==> config.mk <==
export PLATFORM = sky130hd
export DESIGN_NAME = sd_cmd_host
export DESIGN_NICKNAME = d
export VERILOG_FILES = /design/src/rtl/sd_cmd_host.sv
export SDC_FILE = /design/constraint.sdc
export NUM_CORES = 1
export LEC_CHECK = 0
export ABC_AREA = 1
export CORE_UTILIZATION = 30
export DETAILED_ROUTE_END_ITERATION = 16
export PLACE_DENSITY_LB_ADDON = 0.25
export SLEW_MARGIN = 20
export SYNTH_ARGS = -nofsm -noshare
export SYNTH_HDL_FRONTEND = slang
export SYNTH_SLANG_ARGS = --single-unit
==> constraint.sdc <==
create_clock -name clk -period 10 [get_ports clk]
set_input_delay 2 -clock clk [delete_from_list [all_inputs] [get_ports clk]]
set_output_delay 2 -clock clk [all_outputs]
set_load 0.05 [all_outputs]
==> src/rtl/sd_cmd_host.sv <==
// SD-bus host command engine: sdclk generation, 48-bit command TX with CRC7, R48/R136 capture.
// Optional `SD_INIT_CLOCKS_EN: hold busy for 80 power-up sdclk cycles after reset.
module sd_cmd_host #(
  parameter int unsigned CLK_DIV     = 1,
  parameter int unsigned RSP_TIMEOUT = 64,
  parameter int unsigned NCC_GAP     = 8
) (
  input  logic         clk,
  input  logic         rst_n,
  input  logic         req,
  input  logic [5:0]   req_cmd,
  input  logic [31:0]  req_arg,
  input  logic [1:0]   req_rsp_type,
  output logic         busy,
  output logic         done,
  output logic         rsp_timeout,
  output logic         rsp_crc_err,
  output logic [135:0] rsp,
  output logic         sdclk,
  output logic         sdcmdoe,
  output logic         sdcmdout,
  input  logic         sdcmdin
);

  typedef enum logic [2:0] {
    StIdle, StInit, StSend, StWait, StRecv, StCheck, StGap
  } state_e;

  localparam int unsigned InitClks = 80;
`ifdef SD_INIT_CLOCKS_EN
  localparam state_e ResetState = StInit;
`else
  localparam state_e ResetState = StIdle;
`endif

  // Leading zeros leave a zero-initialised CRC7 unchanged, so short messages are left-padded.
  function automatic logic [6:0] crc7(input logic [119:0] data);
    logic [6:0] c;
    logic       fb;
    c = '0;
    for (int i = 119; i >= 0; i--) begin
      fb = data[i] ^ c[6];
      c  = {c[5:0], 1'b0};
      if (fb) c = c ^ 7'h09;
    end
    return c;
  endfunction

  state_e         state_q, state_d;
  logic [7:0]     div_q;
  logic           sdclk_q;
  logic [15:0]    cnt_q, cnt_d, cnt_inc;
  logic [47:0]    frame_q, frame_d;
  logic [1:0]     rsp_type_q, rsp_type_d;
  logic [135:0]   rsp_q, rsp_d;
  logic           oe_q, oe_d, out_q, out_d, done_q, done_d;
  logic           tmo_q, tmo_d, crc_err_q, crc_err_d;
  logic           tick, rise_tick, fall_tick;
  logic [39:0]    cmd_body;
  logic [6:0]     cmd_crc, r48_crc, r136_crc;
  logic [15:0]    rsp_bits;

  assign tick      = (div_q == 8'(CLK_DIV));
  assign rise_tick = tick & ~sdclk_q;
  assign fall_tick = tick & sdclk_q;
  assign cnt_inc   = cnt_q + 16'd1;
  assign cmd_body  = {2'b01, req_cmd, req_arg};
  assign cmd_crc   = crc7({80'd0, cmd_body});
  assign r48_crc   = crc7({80'd0, rsp_q[47:8]});
  assign r136_crc  = crc7(rsp_q[127:8]);
  assign rsp_bits  = (rsp_type_q == 2'd2) ? 16'd136 : 16'd48;

  always_ff @(posedge clk) begin
    if (!rst_n) begin
      div_q   <= 8'd0;
      sdclk_q <= 1'b0;
    end else if (tick) begin
      div_q   <= 8'd0;
      sdclk_q <= ~sdclk_q;
    end else begin
      div_q   <= div_q + 8'd1;
    end
  end

  always_comb begin
    state_d    = state_q;
    cnt_d      = cnt_q;
    frame_d    = frame_q;
    rsp_type_d = rsp_type_q;
    rsp_d      = rsp_q;
    oe_d       = oe_q;
    out_d      = out_q;
    done_d     = 1'b0;
    tmo_d      = tmo_q;
    crc_err_d  = crc_err_q;
    unique case (state_q)
      StIdle: begin
        if (req) begin
          frame_d    = {cmd_body, cmd_crc, 1'b1};
          rsp_type_d = req_rsp_type;
          rsp_d      = '0;
          tmo_d      = 1'b0;
          crc_err_d  = 1'b0;
          cnt_d      = 16'd0;
          state_d    = StSend;
        end
      end
      StInit: begin
        if (rise_tick) begin
          if (cnt_inc >= 16'(InitClks)) begin
            cnt_d   = 16'd0;
            state_d = StIdle;
          end else begin
            cnt_d = cnt_inc;
          end
        end
      end
      StSend: begin
        if (fall_tick) begin
          if (cnt_q == 16'd48) begin
            oe_d    = 1'b0;
            out_d   = 1'b1;
            cnt_d   = 16'd0;
            state_d = (rsp_type_q == 2'd0) ? StGap : StWait;
          end else begin
            oe_d    = 1'b1;
            out_d   = frame_q[47];
            frame_d = {frame_q[46:0], 1'b1};
            cnt_d   = cnt_inc;
          end
        end
      end
      StWait: begin
        // A start bit on the final counted edge still wins over the timeout.
        if (rise_tick) begin
          if (!sdcmdin) begin
            rsp_d   = {rsp_q[134:0], 1'b0};
            cnt_d   = 16'd1;
            state_d = StRecv;
          end else if (cnt_inc >= 16'(RSP_TIMEOUT)) begin
            tmo_d   = 1'b1;
            cnt_d   = 16'd0;
            state_d = StGap;
          end else begin
            cnt_d = cnt_inc;
          end
        end
      end
      StRecv: begin
        if (rise_tick) begin
          rsp_d = {rsp_q[134:0], sdcmdin};
          if (cnt_inc == rsp_bits) begin
            cnt_d   = 16'd0;
            state_d = StCheck;
          end else begin
            cnt_d = cnt_inc;
          end
        end
      end
      StCheck: begin
        unique case (rsp_type_q)
          2'd1:    crc_err_d = (r48_crc != rsp_q[7:1]) | ~rsp_q[0];
          2'd2:    crc_err_d = (r136_crc != rsp_q[7:1]) | ~rsp_q[0];
          default: crc_err_d = ~rsp_q[0];
        endcase
        state_d = StGap;
      end
      StGap: begin
        if (rise_tick) begin
          if (cnt_inc >= 16'(NCC_GAP)) begin
            cnt_d   = 16'd0;
            done_d  = 1'b1;
            state_d = StIdle;
          end else begin
            cnt_d = cnt_inc;
          end
        end
      end
      default: state_d = StIdle;
    endcase
  end

  always_ff @(posedge clk) begin
    if (!rst_n) begin
      state_q    <= ResetState;
      cnt_q      <= 16'd0;
      frame_q    <= 48'd0;
      rsp_type_q <= 2'd0;
      rsp_q      <= '0;
      oe_q       <= 1'b0;
      out_q      <= 1'b1;
      done_q     <= 1'b0;
      tmo_q      <= 1'b0;
      crc_err_q  <= 1'b0;
    end else begin
      state_q    <= state_d;
      cnt_q      <= cnt_d;
      frame_q    <= frame_d;
      rsp_type_q <= rsp_type_d;
      rsp_q      <= rsp_d;
      oe_q       <= oe_d;
      out_q      <= out_d;
      done_q     <= done_d;
      tmo_q      <= tmo_d;
      crc_err_q  <= crc_err_d;
    end
  end

  assign busy        = (state_q != StIdle);
  assign done        = done_q;
  assign rsp_timeout = tmo_q;
  assign rsp_crc_err = crc_err_q;
  assign rsp         = rsp_q;
  assign sdclk       = sdclk_q;
  assign sdcmdoe     = oe_q;
  assign sdcmdout    = out_q;

endmodule

==> impl_metrics.csv, run 1 <==
group,metric,value,unit
routing,vias,15200,
routing,drc,0,
sta,min_period_over_period,72.30,%
critical_path,reg2regPathDepth,66,
routing,first_iter_violations,960,
critical_path,crit_end,"rsp_crc_err",
critical_path,r2r_slack,2770,ps
sta,hold_viol,0,
clock_tree,ctsResizeCount,0,
synth,synth_cells,2325,
floorplan,start_util,30.59,%
flow_run,maxCapViolations,0,
routing,totalWireLength,46890,um
layout,layout.nets,2507,
clock_tree,clock_tree.root_cell,"clkbuf_16",
layout,n_antenna_cell,0,
critical_path,timing.critical_path.from,"rsp[127]",
grt,grt_remaining_overflow,0,
clock_tree,path_clk_slew,60,ps
synth,syn_avg_cell_area,6.481,um^2
critical_path,worstSetupStartpointType,"register",
synth,synth_top_area_cell,"dfxtp_1",
grt,grt.total_usage,18.09,%
routing,via_per_inst,4.837,
critical_path,crit_top_cell,"nand2_1",
critical_path,cp_max_fo,7,
critical_path,r2r_start,"rsp[127]",
clock_tree,numClockSinks,219,
layout,layout-drive-gt1-share,10.73,%
clock_tree,ctsHoldBuffers,0,
clock_tree,cts_setup_buffers,0,
floorplan,rows,81,
sta,worst_pin_slew,1122,ps
synth,yosysMostFrequentCell,"nand2_1",
synth,synth_nets,2376,
grt,grt_first_pass_wirelength,75700,um
floorplan,io_pins,187,
synth,ys_types,40,
routing,ant_nets,0,
clock_tree,numCtsBuffers,29,
worst_hold_path,hold_path_class,"reg -> reg",
sta,fmax,0.1383,GHz
clock_tree,cts_tree,"built",
synth,ys.flop_type,"dfxtp_1",
grt,grt_pass1_vias,14400,
critical_path,cpPeakStageDelay,490,ps
critical_path,crit_path_top_delay_cell,"dfxtp_1",
sta,min_period,7230,ps
placed_design,gp_congestion,0.8971,
grt,grt_max_degree,214,
sta,relSlewSlack,25.18,%
synth,synth_area,15070,um^2
synth,postSynth.asyncResetShare,0,%
floorplan,design.core.area,49250,um^2
critical_path,crit_arrival,7680,ps
floorplan,die_x,226.1,um
clock_tree,h-tree-depth,1,
critical_path,cp.required,10450,ps
synth,yosys_warnings,0,
sta,rsz0062_at_grt,"no",
critical_path,path_class,"reg -> reg",
routing,wl_per_cell,14.92,um
run_status,status,"finished clean",
routing,drtPass1Iterations,6,
critical_path,worst_setup_path_end_kind,"register",
layout,area_growth,22.22,%
synth,synth_seq_cells,219,
sta,clock-skew-final,8.937,ps
synth,synth_top_area_share,29.09,%
clock_tree,worstSkewPairLatency,570,ps
sta,drv_slew,0,
sta,finalSetupViolCount,0,
sta,final.setup.tns,0,ps
clock_tree,clock_path_buffers,3,
synth,yosys-top-cells-area,"dfxtp_1 29%, nand2_1 16%, nand3_1 9.0%",
critical_path,worstReg2RegEnd,"rsp_crc_err",
synth,synthTopCellsByCount,"642 x nand2_1, 271 x nand3_1, 219 x dfxtp_1, 211 x inv_1, 172 x a21oi_1",
synth,synth-edff-count,0,
placed_design,io_buffer_count,186,
floorplan,fp.dieH,226.1,um
synth,ys_seq_area_share,29.09,%
floorplan,die_area,51130,um^2
grt,antenna_found_initial,0,
placed_design,dpl.hpwl,34630,um
[layer usage]
metal  wire (um)  vias up  global-route usage [%]
li1            -     7936                       -
met2       21130      301                   29.60
met4        1067        0                   5.122
met5           0        -                       0
met1       22800     6900                   24.62
met3        1900       61                   2.511
[critical path: cells and delay by family (launching register included)]
family	cells	cell delay [ps]
and+or+nand+nor	61	6090
DFF	1	490
xor gates and xnor gates	1	240
buffers and inverters	3	200
AOI/OAI and AO/OA	1	50
[flip-flops by register name (all words and copies together), names as in the netlist]
| register | flops |
|---|---|
| frame_q | 48 |
| cnt_q | 16 |
| sdclk | 1 |
| done | 1 |
| state_q | 3 |
| rsp | 136 |
| rsp_crc_err | 1 |
| rsp_timeout | 1 |
| rsp_type_q | 2 |
| div_q | 8 |
| sdcmdout | 1 |
| sdcmdoe | 1 |
[placed cells by master, fill, tap and decap left out, types with 3 or more instances in the layout]
master | netlist | layout
a211oi_1 | 119 | 119
a21oi_1 | 172 | 172
a31oi_1 | 39 | 39
buf_4 | 0 | 4
clkbuf_1 | 79 | 12
clkbuf_16 | 0 | 29
clkdlybuf4s50_1 | 0 | 186
clkinv_1 | 5 | 5
clkinv_2 | 0 | 7
dfxtp_1 | 219 | 219
ha_1 | 7 | 7
inv_1 | 211 | 210
inv_2 | 46 | 45
nand2_1 | 642 | 640
nand2_2 | 124 | 124
nand2_4 | 10 | 12
nand3_1 | 271 | 271
nand3_2 | 23 | 23
nand3b_1 | 12 | 12
nand4_1 | 17 | 17
nor2_1 | 54 | 53
nor2_2 | 5 | 5
nor3_1 | 13 | 13
nor3b_1 | 3 | 3
nor4_1 | 4 | 4
o211ai_1 | 3 | 3
o21ai_0 | 58 | 58
or2_2 | 4 | 4
xnor2_1 | 62 | 62
xor2_1 | 95 | 95
[stage by stage]
step	hold WS [ps]	std cells	setup WS, ps	cell area [um^2]	utilization (%)
2_1_floorplan	430.8	2325	3603	15070	-
3_3_place_gp	437.9	3088	3033	17490	35.51
3_5_place_dp	446.9	3089	2841	17510	35.55
4_1_cts	456.4	3142	2826	18420	37.39
5_1_grt	482.0	3142	1655	18420	37.39
6_report	451.9	3142	2770	18420	37.39
[kinds of logic (layout without fill, tap and decap cells)]
logic type / count (synthesis) / after routing / share of synthesized area (%)
AOI/OAI and AO/OA: 401 / 401 / 15.92
adders and majority gates: 7 / 7 / 0.5812
xor gates and xnor gates: 157 / 157 / 9.125
buffers and inverters: 354 / 507 / 8.834
and+or+nand+nor: 1187 / 1187 / 36.45
DFF: 219 / 219 / 29.09
[area by class of cell]
type / count / area [um^2]
Sequential cell: 219 / 4384
Tap cell: 664 / 830.8
Clock inverter: 10 / 106.4
Multi-Input combinational cell: 1752 / 9376
Clock buffer: 43 / 798.3
Timing Repair Buffer: 192 / 1932
Fill cell: 5336 / 30840
Inverter: 262 / 989.7
[worst min-delay path by stage]
| stage | endpoint | cells past startpoint | startpoint |
|---|---|---|---|
| after floorplan | frame_q[0] | 2 | frame_q[0] |
| after global placement | frame_q[0] | 2 | frame_q[0] |
| after CTS | frame_q[0] | 2 | frame_q[0] |
| after detailed placement | frame_q[0] | 2 | frame_q[0] |
| final | frame_q[0] | 2 | frame_q[0] |
| after global routing | frame_q[5] | 2 | frame_q[5] |
Power of run 1 is left out: the tool's default activity adds up to more than one toggle a clock period on the data nets, which glitch-free logic cannot reach.
==> run 2, diff against run 1 <==
==> constraint.sdc (replaced) <==
create_clock -name clk -period 6.8 [get_ports clk]
set_input_delay 1.36 -clock clk [delete_from_list [all_inputs] [get_ports clk]]
set_output_delay 1.36 -clock clk [all_outputs]
set_load 0.05 [all_outputs]
==> run 2 against run 1 <==
Register-to-register slack lost 2900 ps. Critical endpoint unchanged. Design area increased by 8.5%. Cell count is 1.5% higher. Largest cell class unchanged. The run now ends with setup timing left. Sequential share of layout area shrank 1.7 points. Clock skew is 0.87 ps higher.
==> impl_metrics.csv, run 2 (synthesis gave the netlist of run 1 again) <==
group,metric,value,unit
sta,min_period_over_period,102.2,%
clock_tree,h-tree-depth,1,
placed_design,gp_congestion,0.9268,
floorplan,die_area,51130,um^2
floorplan,rows,81,
sta,fmax,0.1440,GHz
layout,n_antenna_cell,0,
clock_tree,clock_tree.root_cell,"clkbuf_16",
layout,post-route-util,40.59,%
sta,worst_slack,-146.7,ps
critical_path,worst_setup_path_end_kind,"register",
floorplan,io_pins,187,
layout,layout-drive-gt1-share,22.10,%
critical_path,cp.required,7250,ps
routing,drtPass1Iterations,6,
critical_path,cp_max_fo,5,
worst_hold_path,hold_start,"frame_q[0]",
layout,layout.nets,2556,
floorplan,die_x,226.1,um
clock_tree,numClockSinks,219,
clock_tree,ctsHoldBuffers,0,
critical_path,worstSetupStartpointType,"register",
sta,drv_slew,0,
layout,largest_register_ffs,136,
floorplan,design.core.area,49250,um^2
sta,rsz0062_at_grt,"yes",
worst_hold_path,hold_depth,2,
clock_tree,path_clk_slew,60,ps
critical_path,path_class,"reg -> reg",
flow_run,maxCapViolations,0,
routing,via_per_inst,4.950,
layout,final_cells,3189,
clock_tree,numCtsBuffers,28,
worst_hold_path,hold_path_class,"reg -> reg",
critical_path,reg2regPathDepth,78,
sta,finalSetupViolCount,1,
clock_tree,cts_tree,"built",
critical_path,timing.critical_path.from,"rsp[122]",
placed_design,dpl.hpwl,35300,um
critical_path,r2r_start,"rsp[122]",
routing,first_iter_violations,928,
critical_path,crit_top_cell,"nand2_2",
grt,grt_first_pass_wirelength,77020,um
critical_path,cpPeakStageDelay,380,ps
critical_path,crit_arrival,7400,ps
sta,clock-skew-final,9.804,ps
placed_design,placed_cells,3129,
clock_tree,worstSkewPairLatency,570,ps
grt,grt.total_usage,18.49,%
sta,hold_viol,0,
run_status,violations,"setup timing",
placed_design,io_buffer_count,186,
routing,totalWireLength,48990,um
clock_tree,clock_path_buffers,3,
routing,vias,15790,
grt,grt_max_degree,107,
run_status,status,"finished with violations",
floorplan,start_util,30.59,%
routing,wl_per_cell,15.36,um
routing,drc,0,
layout,final_cell_mix,"489 x nand2_1, 225 x nand2_2, 209 x dfxtp_1",
critical_path,crit_path_top_delay_cell,"dfxtp_4",
grt,grt_pass1_vias,14870,
sta,final.setup.tns,-146.7,ps
layout,final_common_cell,"nand2_1",
grt,grt_remaining_overflow,0,
sta,relSlewSlack,32.57,%
layout,area_growth,32.66,%
sta,worst_pin_slew,1008,ps
floorplan,fp.dieH,226.1,um
grt,antenna_found_initial,0,
sta,min_period,6947,ps
sta,holdWs,448.4,ps
routing,ant_nets,0,
==> run 2: changes by cell type in the layout (fill, tap and decap cells not counted), sizes merged <==
cell and change:
buf +50, clkinv -4, clkbuf +1
==> run 2: metal layers <==
metal  GRT usage, %  wire, um  vias to the layer above
li1               -         -                     8030
met1          24.71     22870                     7351
met2          30.89     22710                      324
met3          2.290      2142                       82
met4          5.536      1273                        0
met5              0         0                        -
==> run 2: path summary, 6_finish.rpt <==
check	to	slack [ps]
max	rsp_crc_err	-150
min	frame_q[0]	450
max reg2reg	rsp_crc_err	-150
min reg2reg	frame_q[0]	450
==> run 2: repair_timing <==
action                     4_1_cts  5_1_grt
setup buffers                    5        5
resized for setup              143      173
setup endpoints to repair        1        1
hold endpoints to repair         0        0
pin swaps                       67       85
==> run 2: layout make-up <==
| class | count | area, um^2 |
|---|---|---|
| Clock buffer | 44 | 852.1 |
| Clock inverter | 6 | 82.58 |
| Fill cell | 5186 | 29260 |
| Inverter | 262 | 993.5 |
| Multi-Input combinational cell | 1752 | 10510 |
| Sequential cell | 219 | 4412 |
| Tap cell | 664 | 830.8 |
| Timing Repair Buffer | 242 | 2315 |
==> run 2: critical path: cells and delay by family (launching register included) <==
family                 cells  cell delay (ps)
AO/OA/AOI/OAI              1               50
flip-flops                 1              380
buffers and inverters     10              950
AND/OR/NAND/NOR           67             5400
==> run 2: per-stage QoR <==
step                      instance area [um^2]  setup slack (ps)
after floorplan                          15070             402.9
final                                    19990            -146.7
after global routing                     19990            -807.5
after detailed placement                 17820            -265.6
after CTS                                19300            -32.01
after global placement                   17770            -140.7
Power of run 2 is left out for the same reason.
==> run 3, diff against run 2 <==
--- a/config.mk
+++ b/config.mk
@@ -8,7 +8,7 @@
 export ABC_AREA = 1
 export CORE_UTILIZATION = 30
 export DETAILED_ROUTE_END_ITERATION = 16
-export PLACE_DENSITY_LB_ADDON = 0.25
+export PLACE_DENSITY = 0.52
 export SLEW_MARGIN = 20
 export SYNTH_ARGS = -nofsm -noshare
 export SYNTH_HDL_FRONTEND = slang
==> run 3 against run 2 <==
The run still ends with setup timing left. Design area up 0.24%. Setup slack worse by 7.1 ps. Non-clock buffer count up 2. Sequential cell count unchanged. Via count down 1.1%. Cell count unchanged. Clock-buffer cell count down 3. Largest cell class unchanged. Fmax down 0.10%. Global-route usage up 0.22 points. Clock skew down 0.94 ps.
==> impl_metrics.csv, run 3 (synthesis gave the netlist of run 1 again) <==
group,metric,value,unit
run_status,status,"finished with violations",
run_status,violations,"setup timing",
placed_design,gp_congestion,0.8906,
clock_tree,clock_tree.root_cell,"clkbuf_16",
worst_hold_path,hold_path_class,"reg -> reg",
routing,drtPass1Iterations,5,
grt,grt_pass1_vias,14860,
floorplan,die_area,51130,um^2
routing,via_per_inst,4.898,
grt,grt_max_degree,212,
routing,first_iter_violations,878,
sta,finalSetupViolCount,1,
clock_tree,path_clk_slew,60,ps
clock_tree,numClockSinks,219,
critical_path,path_class,"reg -> reg",
sta,worst_slack,-153.8,ps
sta,min_period,6954,ps
flow_run,maxCapViolations,0,
layout,post-route-cell-area,20040,um^2
clock_tree,h-tree-depth,1,
routing,vias,15620,
layout,layout-drive-gt1-share,22.42,%
layout,n_antenna_cell,0,
routing,ant_nets,0,
placed_design,dpl.hpwl,35150,um
placed_design,io_buffer_count,186,
grt,grt_first_pass_wirelength,78240,um
sta,min_period_over_period,102.3,%
critical_path,cp_max_fo,6,
sta,clock-skew-final,8.860,ps
layout,area_growth,32.98,%
critical_path,worstSetupStartpointType,"register",
floorplan,fp.dieH,226.1,um
routing,drc,0,
floorplan,design.core.area,49250,um^2
critical_path,worst_setup_path_end_kind,"register",
clock_tree,numCtsBuffers,29,
critical_path,crit_arrival,7410,ps
layout,final_cell_mix,"491 x nand2_1, 219 x nand2_2, 209 x dfxtp_1",
sta,fmax,0.1438,GHz
placed_design,place_area,17820,um^2
sta,hold_viol,0,
critical_path,crit_top_cell,"nand2_2",
routing,totalWireLength,48650,um
floorplan,io_pins,187,
placed_design,pre_cts_ws,-404.5,ps
clock_tree,clock_path_buffers,3,
layout,final_common_cell,"nand2_1",
layout,fillers,5172,
sta,rsz0062_at_grt,"yes",
layout,largest_register_ffs,136,
sta,worst_pin_slew,993.2,ps
sta,relSlewSlack,33.54,%
critical_path,cp.required,7250,ps
floorplan,rows,81,
floorplan,die_x,226.1,um
grt,grt_remaining_overflow,0,
critical_path,crit_path_top_delay_cell,"dfxtp_4",
critical_path,cpPeakStageDelay,390,ps
grt,grt.total_usage,18.70,%
clock_tree,ctsHoldBuffers,0,
floorplan,start_util,30.59,%
sta,final.setup.tns,-153.8,ps
clock_tree,cts_tree,"built",
sta,drv_slew,0,
grt,antenna_found_initial,0,
layout,layout.nets,2559,
routing,wl_per_cell,15.25,um
clock_tree,worstSkewPairLatency,570,ps
run 3: repair_timing:
action                                  in CTS  in global routing
cloned                                       0                  0
pin swaps                                   71                 92
resized for setup                          164                171
endpoints found under the setup margin       1                  1
buffers inserted                             4                  5
run 3: per-layer routing:
layer | vias to the layer above | part of all wire (%) | GRT usage, %
met1 | 7230 | 48 | 25.71
met2 | 284 | 46 | 30.87
li1 | 8048 | - | -
met4 | 0 | 2.2 | 4.294
met3 | 59 | 3.9 | 2.420
met5 | - | 0 | 0
run 3: per-stage QoR:
step                util, %  cells  hold slack, ps
floorplan                 -   2325           430.8
global placement      36.18   3132           437.6
finish                40.68   3189           451.6
detailed placement    36.18   3132           454.7
CTS                   39.32   3184           462.9
global route          40.68   3189           483.4
run 3: final timing paths:
path         startpoint     endpoint  slack, ps  cells past startpoint
min reg2reg  frame_q[0]   frame_q[0]        450                      2
max            rsp[127]  rsp_crc_err       -150                     75
min          frame_q[0]   frame_q[0]        450                      2
max reg2reg    rsp[127]  rsp_crc_err       -150                     75
run 3: area by class of cell:
cell class | instances | area (um^2) | share of cell area, %
Inverter | 262 | 996.0 | 4.970
Clock inverter | 7 | 60.06 | 0.2997
Multi-Input combinational cell | 1752 | 10590 | 52.83
Tap cell | 664 | 830.8 | 4.146
Timing Repair Buffer | 244 | 2310 | 11.53
Sequential cell | 219 | 4414 | 22.03
Clock buffer | 41 | 840.8 | 4.196
run 3: critical path, delay by kind of cell, from the launching register on:
family / cells / cell delay [ps]
flops: 1 / 390
buf+inv: 11 / 790
simple gates: 63 / 5590
compound gates: 1 / 50
Power of run 3 is left out for the same reason.
